$ cat src/rtl/alu_pkg.sv
// Shared opcodes, FSM states and default width for the ALU sequencer
// and the standalone ALU core.
package alu_pkg;

    localparam int DEF_WIDTH = 8;

    localparam logic [3:0] OP_ADD = 4'd0;
    localparam logic [3:0] OP_SUB = 4'd1;
    localparam logic [3:0] OP_AND = 4'd2;
    localparam logic [3:0] OP_OR  = 4'd3;
    localparam logic [3:0] OP_XOR = 4'd4;
    localparam logic [3:0] OP_NOT = 4'd5;
    localparam logic [3:0] OP_MOV = 4'd6;
    localparam logic [3:0] OP_INC = 4'd7;
    localparam logic [3:0] OP_DEC = 4'd8;

    typedef enum logic [1:0] {
        S_IDLE = 2'd0,
        S_EXEC = 2'd1,
        S_DONE = 2'd2
    } state_t;

endpackage

$ cat src/rtl/alu_core.sv
// Combinational ALU: result = f(op, a, b) plus carry/borrow.
// Opcodes 9..15 clear the result.
module alu_core
    import alu_pkg::*;
#(
    parameter int WIDTH = DEF_WIDTH
) (
    input  logic [3:0]       op_i,
    input  logic [WIDTH-1:0] a_i,
    input  logic [WIDTH-1:0] b_i,
    output logic [WIDTH-1:0] result_o,
    output logic             carry_o
);

    logic [WIDTH:0] sum;

    always_comb begin
        sum      = '0;
        result_o = '0;
        carry_o  = 1'b0;
        case (op_i)
            OP_ADD: begin
                sum      = {1'b0, a_i} + {1'b0, b_i};
                result_o = sum[WIDTH-1:0];
                carry_o  = sum[WIDTH];
            end
            OP_SUB: begin
                result_o = a_i - b_i;
                carry_o  = (a_i < b_i);
            end
            OP_AND: result_o = a_i & b_i;
            OP_OR:  result_o = a_i | b_i;
            OP_XOR: result_o = a_i ^ b_i;
            OP_NOT: result_o = ~a_i;
            OP_MOV: result_o = b_i;
            OP_INC: begin
                sum      = {1'b0, a_i} + (WIDTH+1)'(1);
                result_o = sum[WIDTH-1:0];
                carry_o  = sum[WIDTH];
            end
            OP_DEC: begin
                result_o = a_i - WIDTH'(1);
                carry_o  = (a_i == '0);
            end
            default: result_o = '0;
        endcase
    end

endmodule

$ cat src/rtl/alu_sequencer.sv
// Accumulator sequencer: applies one opcode 1..15 times per command.
// Define ALU_SEQ_FLAGS_EN to add carry/zero flag registers and ports.
module alu_sequencer
    import alu_pkg::*;
#(
    parameter int               WIDTH    = DEF_WIDTH,
    parameter int               CNT_W    = 4,
    parameter logic [WIDTH-1:0] ACC_INIT = '0
) (
    input  logic             clk,
    input  logic             reset,
    input  logic             cmd_valid,
    output logic             cmd_ready,
    input  logic [3:0]       cmd_op,
    input  logic [WIDTH-1:0] cmd_operand,
    input  logic [CNT_W-1:0] cmd_count,
    output logic [WIDTH-1:0] acc_out,
    output logic             busy,
`ifdef ALU_SEQ_FLAGS_EN
    output logic             flag_carry,
    output logic             flag_zero,
`endif
    output logic             done
);

    state_t           state_q, state_d;
    logic [3:0]       op_q, op_d;
    logic [WIDTH-1:0] b_q, b_d;
    logic [CNT_W-1:0] rem_q, rem_d;
    logic [WIDTH-1:0] acc_q, acc_d;
    logic [WIDTH-1:0] alu_res;
    logic             alu_carry;
    logic             accept;

    assign accept = cmd_valid && cmd_ready;

    alu_core #(.WIDTH(WIDTH)) u_core (
        .op_i     (op_q),
        .a_i      (acc_q),
        .b_i      (b_q),
        .result_o (alu_res),
        .carry_o  (alu_carry)
    );

    always_ff @(posedge clk) begin
        if (reset) begin
            state_q <= S_IDLE;
            op_q    <= '0;
            b_q     <= '0;
            rem_q   <= '0;
            acc_q   <= ACC_INIT;
        end else begin
            state_q <= state_d;
            op_q    <= op_d;
            b_q     <= b_d;
            rem_q   <= rem_d;
            acc_q   <= acc_d;
        end
    end

    always_comb begin
        state_d = state_q;
        case (state_q)
            S_IDLE: if (accept)
                state_d = (cmd_count == '0) ? S_DONE : S_EXEC;
            S_EXEC: if (rem_q == CNT_W'(1))
                state_d = S_DONE;
            S_DONE:  state_d = S_IDLE;
            default: state_d = S_IDLE;
        endcase
    end

    // Command fields are captured only at accept; EXEC uses the copies.
    always_comb begin
        op_d  = op_q;
        b_d   = b_q;
        rem_d = rem_q;
        acc_d = acc_q;
        if (accept) begin
            op_d  = cmd_op;
            b_d   = cmd_operand;
            rem_d = cmd_count;
        end
        if (state_q == S_EXEC) begin
            acc_d = alu_res;
            rem_d = rem_q - CNT_W'(1);
        end
    end

    always_comb begin
        cmd_ready = (state_q == S_IDLE);
        busy      = (state_q != S_IDLE);
        done      = (state_q == S_DONE);
        acc_out   = acc_q;
    end

`ifdef ALU_SEQ_FLAGS_EN
    logic carry_q, carry_d;
    logic zero_q, zero_d;

    always_comb begin
        carry_d = carry_q;
        zero_d  = zero_q;
        if (state_q == S_EXEC) begin
            carry_d = alu_carry;
            zero_d  = (alu_res == '0);
        end
    end

    always_ff @(posedge clk) begin
        if (reset) begin
            carry_q <= 1'b0;
            zero_q  <= 1'b0;
        end else begin
            carry_q <= carry_d;
            zero_q  <= zero_d;
        end
    end

    assign flag_carry = carry_q;
    assign flag_zero  = zero_q;
`else
    logic unused_carry;
    assign unused_carry = alu_carry;
`endif

endmodule
$ cat config.mk
export PLATFORM = sky130hd
export DESIGN_NAME = alu_sequencer
export DESIGN_NICKNAME = d
export VERILOG_FILES = /design/src/rtl/alu_pkg.sv /design/src/rtl/alu_core.sv /design/src/rtl/alu_sequencer.sv
export SDC_FILE = /design/constraint.sdc
export NUM_CORES = 1
export LEC_CHECK = 0
export ABC_CLOCK_PERIOD_IN_PS = 7900
export CAP_MARGIN = 10
export CELL_PAD_IN_SITES_DETAIL_PLACEMENT = 1
export CELL_PAD_IN_SITES_GLOBAL_PLACEMENT = 2
export CORE_ASPECT_RATIO = 1.5
export CORE_UTILIZATION = 37
export CTS_BUF_LIST = sky130_fd_sc_hd__clkbuf_4
export CTS_CLUSTER_DIAMETER = 150
export CTS_CLUSTER_SIZE = 8
export DETAILED_ROUTE_END_ITERATION = 10
export PLACE_DENSITY = 0.95
export SETUP_SLACK_MARGIN = 0.05
export SLEW_MARGIN = 0
export SYNTH_ARGS = -nofsm -noshare
export SYNTH_HDL_FRONTEND = slang
export SYNTH_HIERARCHICAL = 1
export SYNTH_SLANG_ARGS = --single-unit
$ cat constraint.sdc
create_clock -name clk -period 7.9 [get_ports clk]
set_clock_uncertainty 0.1 [all_clocks]
set_input_delay 1.58 -clock clk [delete_from_list [all_inputs] [get_ports clk]]
set_output_delay 1.58 -clock clk [all_outputs]
set_load 0.02 [all_outputs]
# Word level (Yosys, flattened, before mapping)

Cells that the tools add are included.

$add $sub $neg: 5
Equal/unequal tests: 13
Mux-type cells: 7
Bitwise logic cells: 4
Reductions and logical operators: 7

Operators by type and width:

| kind                  | count |
|---|---|
| $pmux W8 S9           | 1 |
| $eq A4 B3 Y1 const B  | 4 |
| $add A8 B1 Y8 const B | 1 |
| $add A8 B8 Y8         | 1 |
| $and A8 B8 Y8         | 1 |
| $eq A4 B1 Y1 const B  | 2 |
| $eq A4 B2 Y1 const B  | 2 |
| $logic_not A4 Y1      | 2 |
| $mux W4               | 2 |
| $not A8 Y8            | 1 |
| $or A8 B8 Y8          | 1 |
| $sub A8 B1 Y8 const B | 1 |
| $sub A8 B8 Y8         | 1 |
| $xor A8 B8 Y8         | 1 |
| $mux W2               | 3 |
| $eq A4 B4 Y1 const B  | 1 |
| $pmux W2 S2           | 1 |
| $reduce_bool A2 Y1    | 2 |
| $sub A4 B1 Y4 const B | 1 |
| $eq A2 B1 Y1 const B  | 1 |
| $eq A2 B2 Y1 const B  | 1 |
| $logic_not A2 Y1      | 1 |
| $ne A2 B1 Y1 const B  | 1 |
| $ne A2 B2 Y1 const B  | 1 |
| other kinds (2)       | 2 |

Register bits: 26
Input port bits: 19
Word-level logic and storage cells: 41

# Longest topological paths before layout

Gate-level depths: netlist (run 1).

Word-level depth: 4
Gate-level depth with buffers: 11
Mapped depth without buffers: 10

# Modules after synthesis

The synthesis (run 1) kept the hierarchy.

Modules (own cells, without submodules):

| module        | times used | cells an instance | area an instance (um^2) | sequential area each (um^2) |
|---|---|---|---|---|
| alu_core      | 1          | 246               | 1722.9                  | 0.0 |
| alu_sequencer | 1          | 138               | 1099.8                  | 520.5 |

# Worst setup path before layout (run 1)

OpenSTA, ideal clock, no wires.

Path kind: register -> register
Start: register acc_q[2], in the netlist acc_out[2]
End: register acc_q[6], in the netlist acc_out[6]
Setup time: 0.132 ns
Data arrival time: 2.515 ns
Required time: 7.668 ns
Slack: 5.152 ns
Stages on the path, launching flop included: 12
Path buffers: 2
Period minus slack after synthesis: 2.748 ns
Path through: dfxtp_1 > clkbuf_1 > inv_1 > ha_1 > buf_2 > a211o_1 > a211oi_1 > o211ai_2 > xnor2_1 > a211o_1 > nand2_1 > a21oi_1

Word-level cells in the longest chain between the ends: 2
Elaborated cells on any way between the ends: 5
Classes of those cells: 4 x add/sub; 1 x mux

Ends and longest elaborated chain:

| element                                     | line                | text |
|---|---|---|
| start: declaration                          | alu_sequencer.sv:30 | `logic [WIDTH-1:0] acc_q, acc_d;` |
| start signal: assignment                    | alu_sequencer.sv:51 | `acc_q <= ACC_INIT;` |
| start signal: assignment                    | alu_sequencer.sv:57 | `acc_q <= acc_d;` |
| $sub A8 B1 Y8, or another cell as far along | alu_core.sv:42      | `result_o = a_i - WIDTH'(1);` |
| $pmux W8 S9 (*)                             | alu_core.sv:21      | `case (op_i)` |
| via alu_res[6]                              | alu_sequencer.sv:31 | `logic [WIDTH-1:0] alu_res;` |

The timed path passes the listed nets; every way through them passes the cells marked *.
A chain may end at the register's enable or synchronous reset.

# Worst setup path in the final report (run 1)

Start: register state_q[1]
End: output done

Word-level cells in the longest chain between the ends: 1

Ends and longest elaborated chain:

| element                  | line                | text |
|---|---|---|
| start: declaration       | alu_sequencer.sv:26 | `state_t state_q, state_d;` |
| start signal: assignment | alu_sequencer.sv:53 | `state_q <= state_d;` |
| $eq A2 B2 Y1             | alu_sequencer.sv:93 | `done = (state_q == S_DONE);` |
| end: declaration         | alu_sequencer.sv:23 | `output logic done` |

Every way passes these cells.

==> results of run 1 <==
[worst max-delay path, stage by stage (launching register included)]
cell and delay [ps]:
dfxtp_1 610, nor2b_1 190, clkdlybuf4s50_1 610
[power by group]
group / internal, mW / switching (mW) / total (mW)
Combinational: 0.0924 / 0.114 / 0.206
Sequential: 0.143 / 0.0292 / 0.172
Clock: 0.0186 / 0.0419 / 0.0605
[sequential cells by signal, indices dropped and copies added, names as in the netlist]
register	flops
state_q	2
acc_out	8
op_q	4
b_q	8
rem_q	4
[placed cells by master (no fill, tap or decap), types with 5 or more instances in the layout]
cell             count
a21oi_1             34
o21ai_0             14
a211o_1              5
nor4_1               5
a211oi_1             6
clkdlybuf4s50_1     29
nand2b_1             7
inv_1               24
o211ai_1             5
a31oi_1              7
dfxtp_1             26
nand3_1              5
nor3_1              11
nor2_1              20
nor2b_1             10
ha_1                28
nand2_1             53
o22ai_1              5
xnor2_1              9
[worst paths after layout]
| path | start | to | slack [ps] | cells after the start |
|---|---|---|---|---|
| setup / recovery | state_q[1] | done | 4470 | 2 |
| setup reg to reg | acc_out[2] | acc_out[5] | 4930 | 9 |
| hold reg to reg | op_q[0] | op_q[0] | 380 | 2 |
| hold / removal | op_q[0] | op_q[0] | 380 | 2 |
[layout make-up]
type | instances | area share [%]
clock buffer | 3 | 0.736
timing repair buffer | 31 | 9.98
clock inverter | 1 | 0.123
inverter | 24 | 2.94
tap | 100 | 4.09
multi-input combinational | 294 | 65.1
sequential | 26 | 17.0
[layer usage]
layer	wire (microns)	track usage (%)	vias up
met4	257	10.2	0
met1	3460	25.4	1329
met3	173	1.60	19
met5	0	0	-
li1	-	-	1348
met2	4510	42.7	50
==> flow_summary.ini, run 1 <==
[detailed_routing]
wire_per_inst_microns = 17.6
firstDrtPassIters = 4
route.vias.total = 2746
ant_nets = 0
drtIter0Drc = 99
post-route-drc-count = 0
finalWirelength_microns = 8410
via_per_inst = 5.73

[clock_network]
clock_path_buffers = 2
clk_latency_ps = 340
clkTransAtPathRegs_ps = 150
cts_tree = done
ctsResizeCount = 0
post-cts-setup-buffers = 0
cts-buffers-inserted = 3
root_buffer = clkbuf_4
hold_buffers = 0
clock-sinks = 26
h-tree-depth = 1

[synthesis]
yosys_warnings = 6
synth_nets = 419
avgSynthCellArea_sq_um = 7.38
syn_inst = 370
synth_area_sq_um = 2730

[sta]
rsz0062_at_grt = false
worst_slew_pin_slew_ps = 987
setup_viol = 0
relSlewSlack_pct = 34.0
post-route-min-period_ps = 3430
fin_hold_ws_ps = 379
fmax_ghz = 0.291
slew_viol_final = 0
fin_tns_setup_ps = 0
hold_viol = 0
setup_ws_ps = 4470
min_period_over_period_pct = 43.5

[pwr]
p_total_mw = 0.439
power_density_nw_per_um2 = 144
ir_drop_mv = 0.112
p_leak_nw = 1.13

[place]
io_buffers = 29
dpl.hpwl_microns = 6540
gp_congestion = 0.851
place_ws_ps = 4510
dpl-instance-area_sq_um = 3030
dp.cells = 475

[cells_and_area]
syn_to_final_growth_pct = 12.1
layout-drive-gt1-share_pct = 3.96
fin_area_sq_um = 3060
seq_area_sq_um = 520
multi_input_area_sq_um = 1990
nets = 429
fin_util_pct = 42.6
nFillCells = 896
instances_no_fill = 479
diodes = 0

[worst_setup_path]
cp.arrival_ps = 1750
critical_path_required_ps = 6220
start_kind = register
path_max_fanout = 14
crit_type = reg2out
end_kind = output pin

[floorplan]
coreArea_sq_um = 7180
initial_core_util_pct = 38.0
die_w_microns = 72.1
std_cell_rows = 38
die_area_sq_um = 7730
die_y_microns = 107
boundaryPins = 30

[grt]
antenna_found_initial = 0
grt_max_degree = 42
grt_pass1_vias = 2872
grt_pass1_wl_microns = 13900
grt_use_total_pct = 22.7
grt.overflow.total = 0

[run]
drv_cap = 0

[hold_path]
hold_class = reg2reg

[status]
outcome = completed
(Power assumes the default switching activity.)
==> inputs of run 2 (changes only) <==
--- a/config.mk
+++ b/config.mk
@@ -5,17 +5,17 @@
 export SDC_FILE = /design/constraint.sdc
 export NUM_CORES = 1
 export LEC_CHECK = 0
-export ABC_CLOCK_PERIOD_IN_PS = 7900
+export ABC_CLOCK_PERIOD_IN_PS = 3250
 export CAP_MARGIN = 10
 export CELL_PAD_IN_SITES_DETAIL_PLACEMENT = 1
 export CELL_PAD_IN_SITES_GLOBAL_PLACEMENT = 2
 export CORE_ASPECT_RATIO = 1.5
-export CORE_UTILIZATION = 37
+export CORE_UTILIZATION = 34
 export CTS_BUF_LIST = sky130_fd_sc_hd__clkbuf_4
 export CTS_CLUSTER_DIAMETER = 150
 export CTS_CLUSTER_SIZE = 8
 export DETAILED_ROUTE_END_ITERATION = 10
-export PLACE_DENSITY = 0.95
+export PLACE_DENSITY = 0.91
 export SETUP_SLACK_MARGIN = 0.05
 export SLEW_MARGIN = 0
 export SYNTH_ARGS = -nofsm -noshare
==> constraint.sdc (replaced) <==
create_clock -name clk -period 3.25 [get_ports clk]
set_clock_uncertainty 0.1 [all_clocks]
set_input_delay 0.65 -clock clk [delete_from_list [all_inputs] [get_ports clk]]
set_output_delay 0.65 -clock clk [all_outputs]
set_load 0.02 [all_outputs]
==> run 2 against run 1 <==
Compared with the run above:
- wire length rose by 3.9%
- clock power rose by 150%
- via count rose by 2.3%
- cell count rose by 2.9%
- register-to-register slack got worse by 4400 ps
- clock-buffer cell count did not move
==> flow_summary.ini, run 2 (synthesis results as in run 1) <==
[status]
outcome = completed

[clock_network]
ctsResizeCount = 0
root_buffer = clkbuf_4
h-tree-depth = 1
cts_tree = done
post-cts-setup-buffers = 0
clkTransAtPathRegs_ps = 150
hold_buffers = 0
cts-buffers-inserted = 3
clk_latency_ps = 340
clock-sinks = 26
clock_path_buffers = 2

[worst_setup_path]
start_kind = register
crit_type = reg2reg
end_kind = register
cp.arrival_ps = 2820
critical_path_required_ps = 3380
path_max_fanout = 14

[hold_path]
hold_class = reg2reg

[sta]
slew_viol_final = 0
setup_viol = 0
fin_tns_setup_ps = 0
hold_viol = 0
fmax_ghz = 0.371
worst_slew_pin_slew_ps = 753
relSlewSlack_pct = 49.4
min_period_over_period_pct = 83.0
post-route-min-period_ps = 2700
rsz0062_at_grt = false

[cells_and_area]
layout_commonest_cell = nand2_1
multi_input_area_sq_um = 1990
nFillCells = 1024
diodes = 0
seq_area_sq_um = 520
layout-drive-gt1-share_pct = 6.91
nets = 441
syn_to_final_growth_pct = 15.4
fin_area_sq_um = 3150
layout_common_cells = nand2_1 (53), a21oi_1 (34), clkdlybuf4s50_1 (29), ha_1 (28), dfxtp_1 (26)

[floorplan]
die_y_microns = 112
boundaryPins = 30
die_area_sq_um = 8400
initial_core_util_pct = 35.4
die_w_microns = 75.2
std_cell_rows = 39
coreArea_sq_um = 7710

[grt]
grt.overflow.total = 0
antenna_found_initial = 0
grt_max_degree = 20
grt_pass1_wl_microns = 14500
grt_use_total_pct = 22.6
grt_pass1_vias = 2933

[pwr]
p_leak_nw = 1.19
ir_drop_mv = 0.330
power_density_nw_per_um2 = 347

[detailed_routing]
drtIter0Drc = 131
topRoutingLayerUsed = met4
ant_nets = 0
route.vias.total = 2808
via_per_inst = 5.70
wire_per_inst_microns = 17.7
firstDrtPassIters = 4
wl_met3_microns = 144
finalWirelength_microns = 8730
wirelength_met1_microns = 3580
post-route-drc-count = 0
wl_met2_microns = 4570

[run]
drv_cap = 0

[place]
dpl.hpwl_microns = 6990
dpl-instance-area_sq_um = 3130
gp_congestion = 1.02
io_buffers = 29
==> run 2: power breakdown <==
group          internal, mW  switching (mW)  total (mW)
registers             0.348          0.0560       0.404
logic                 0.241           0.300       0.541
clock network        0.0454           0.104       0.149
total                 0.635           0.460        1.09
==> run 2: final cells by class <==
class                   count  area share [%]
multi-input cells         294            63.2
flip-flops and latches     26            16.5
repair buffers             43            12.5
well taps                 102            4.05
inverters                  24            2.86
clock buffers               3           0.715
clock inverters             1           0.119
==> run 2: worst paths after layout <==
kind              cells after the start         end  slack, ps       start
setup / recovery                      9  acc_out[6]        550  acc_out[2]
hold / removal                        2      b_q[7]        410      b_q[7]
setup reg to reg                      9  acc_out[6]        550  acc_out[2]
hold reg to reg                       2      b_q[7]        410      b_q[7]
==> run 2: routing by layer <==
metal  vias up  GRT usage, %
met5         -             0
met4         0          11.9
met3        24          1.54
met2        52          40.2
met1      1364          26.1
li1       1368             -
==> run 2: worst max-delay path, cell delays in order, from the launching register on <==
cell and delay (ps):
dfxtp_1 620, inv_1 110, ha_1 450, a211o_1 360
a211oi_1 260, o211ai_2 140, xnor2_1 150, a211o_1 290
nand2_1 60, a21oi_1 50
==> run 2: through the flow <==
step                      utilization, %  setup slack [ps]  total power, mW  instances  hold WS, ps
after floorplan                        -               543            0.772        370          333
after global placement              40.5               622            0.936        489          377
after detailed placement            40.5               553            0.950        489          392
after CTS                           40.9               540             1.10        493          412
after global routing                40.9               291             1.18        493          432
final                               40.9               554             1.09        493          406
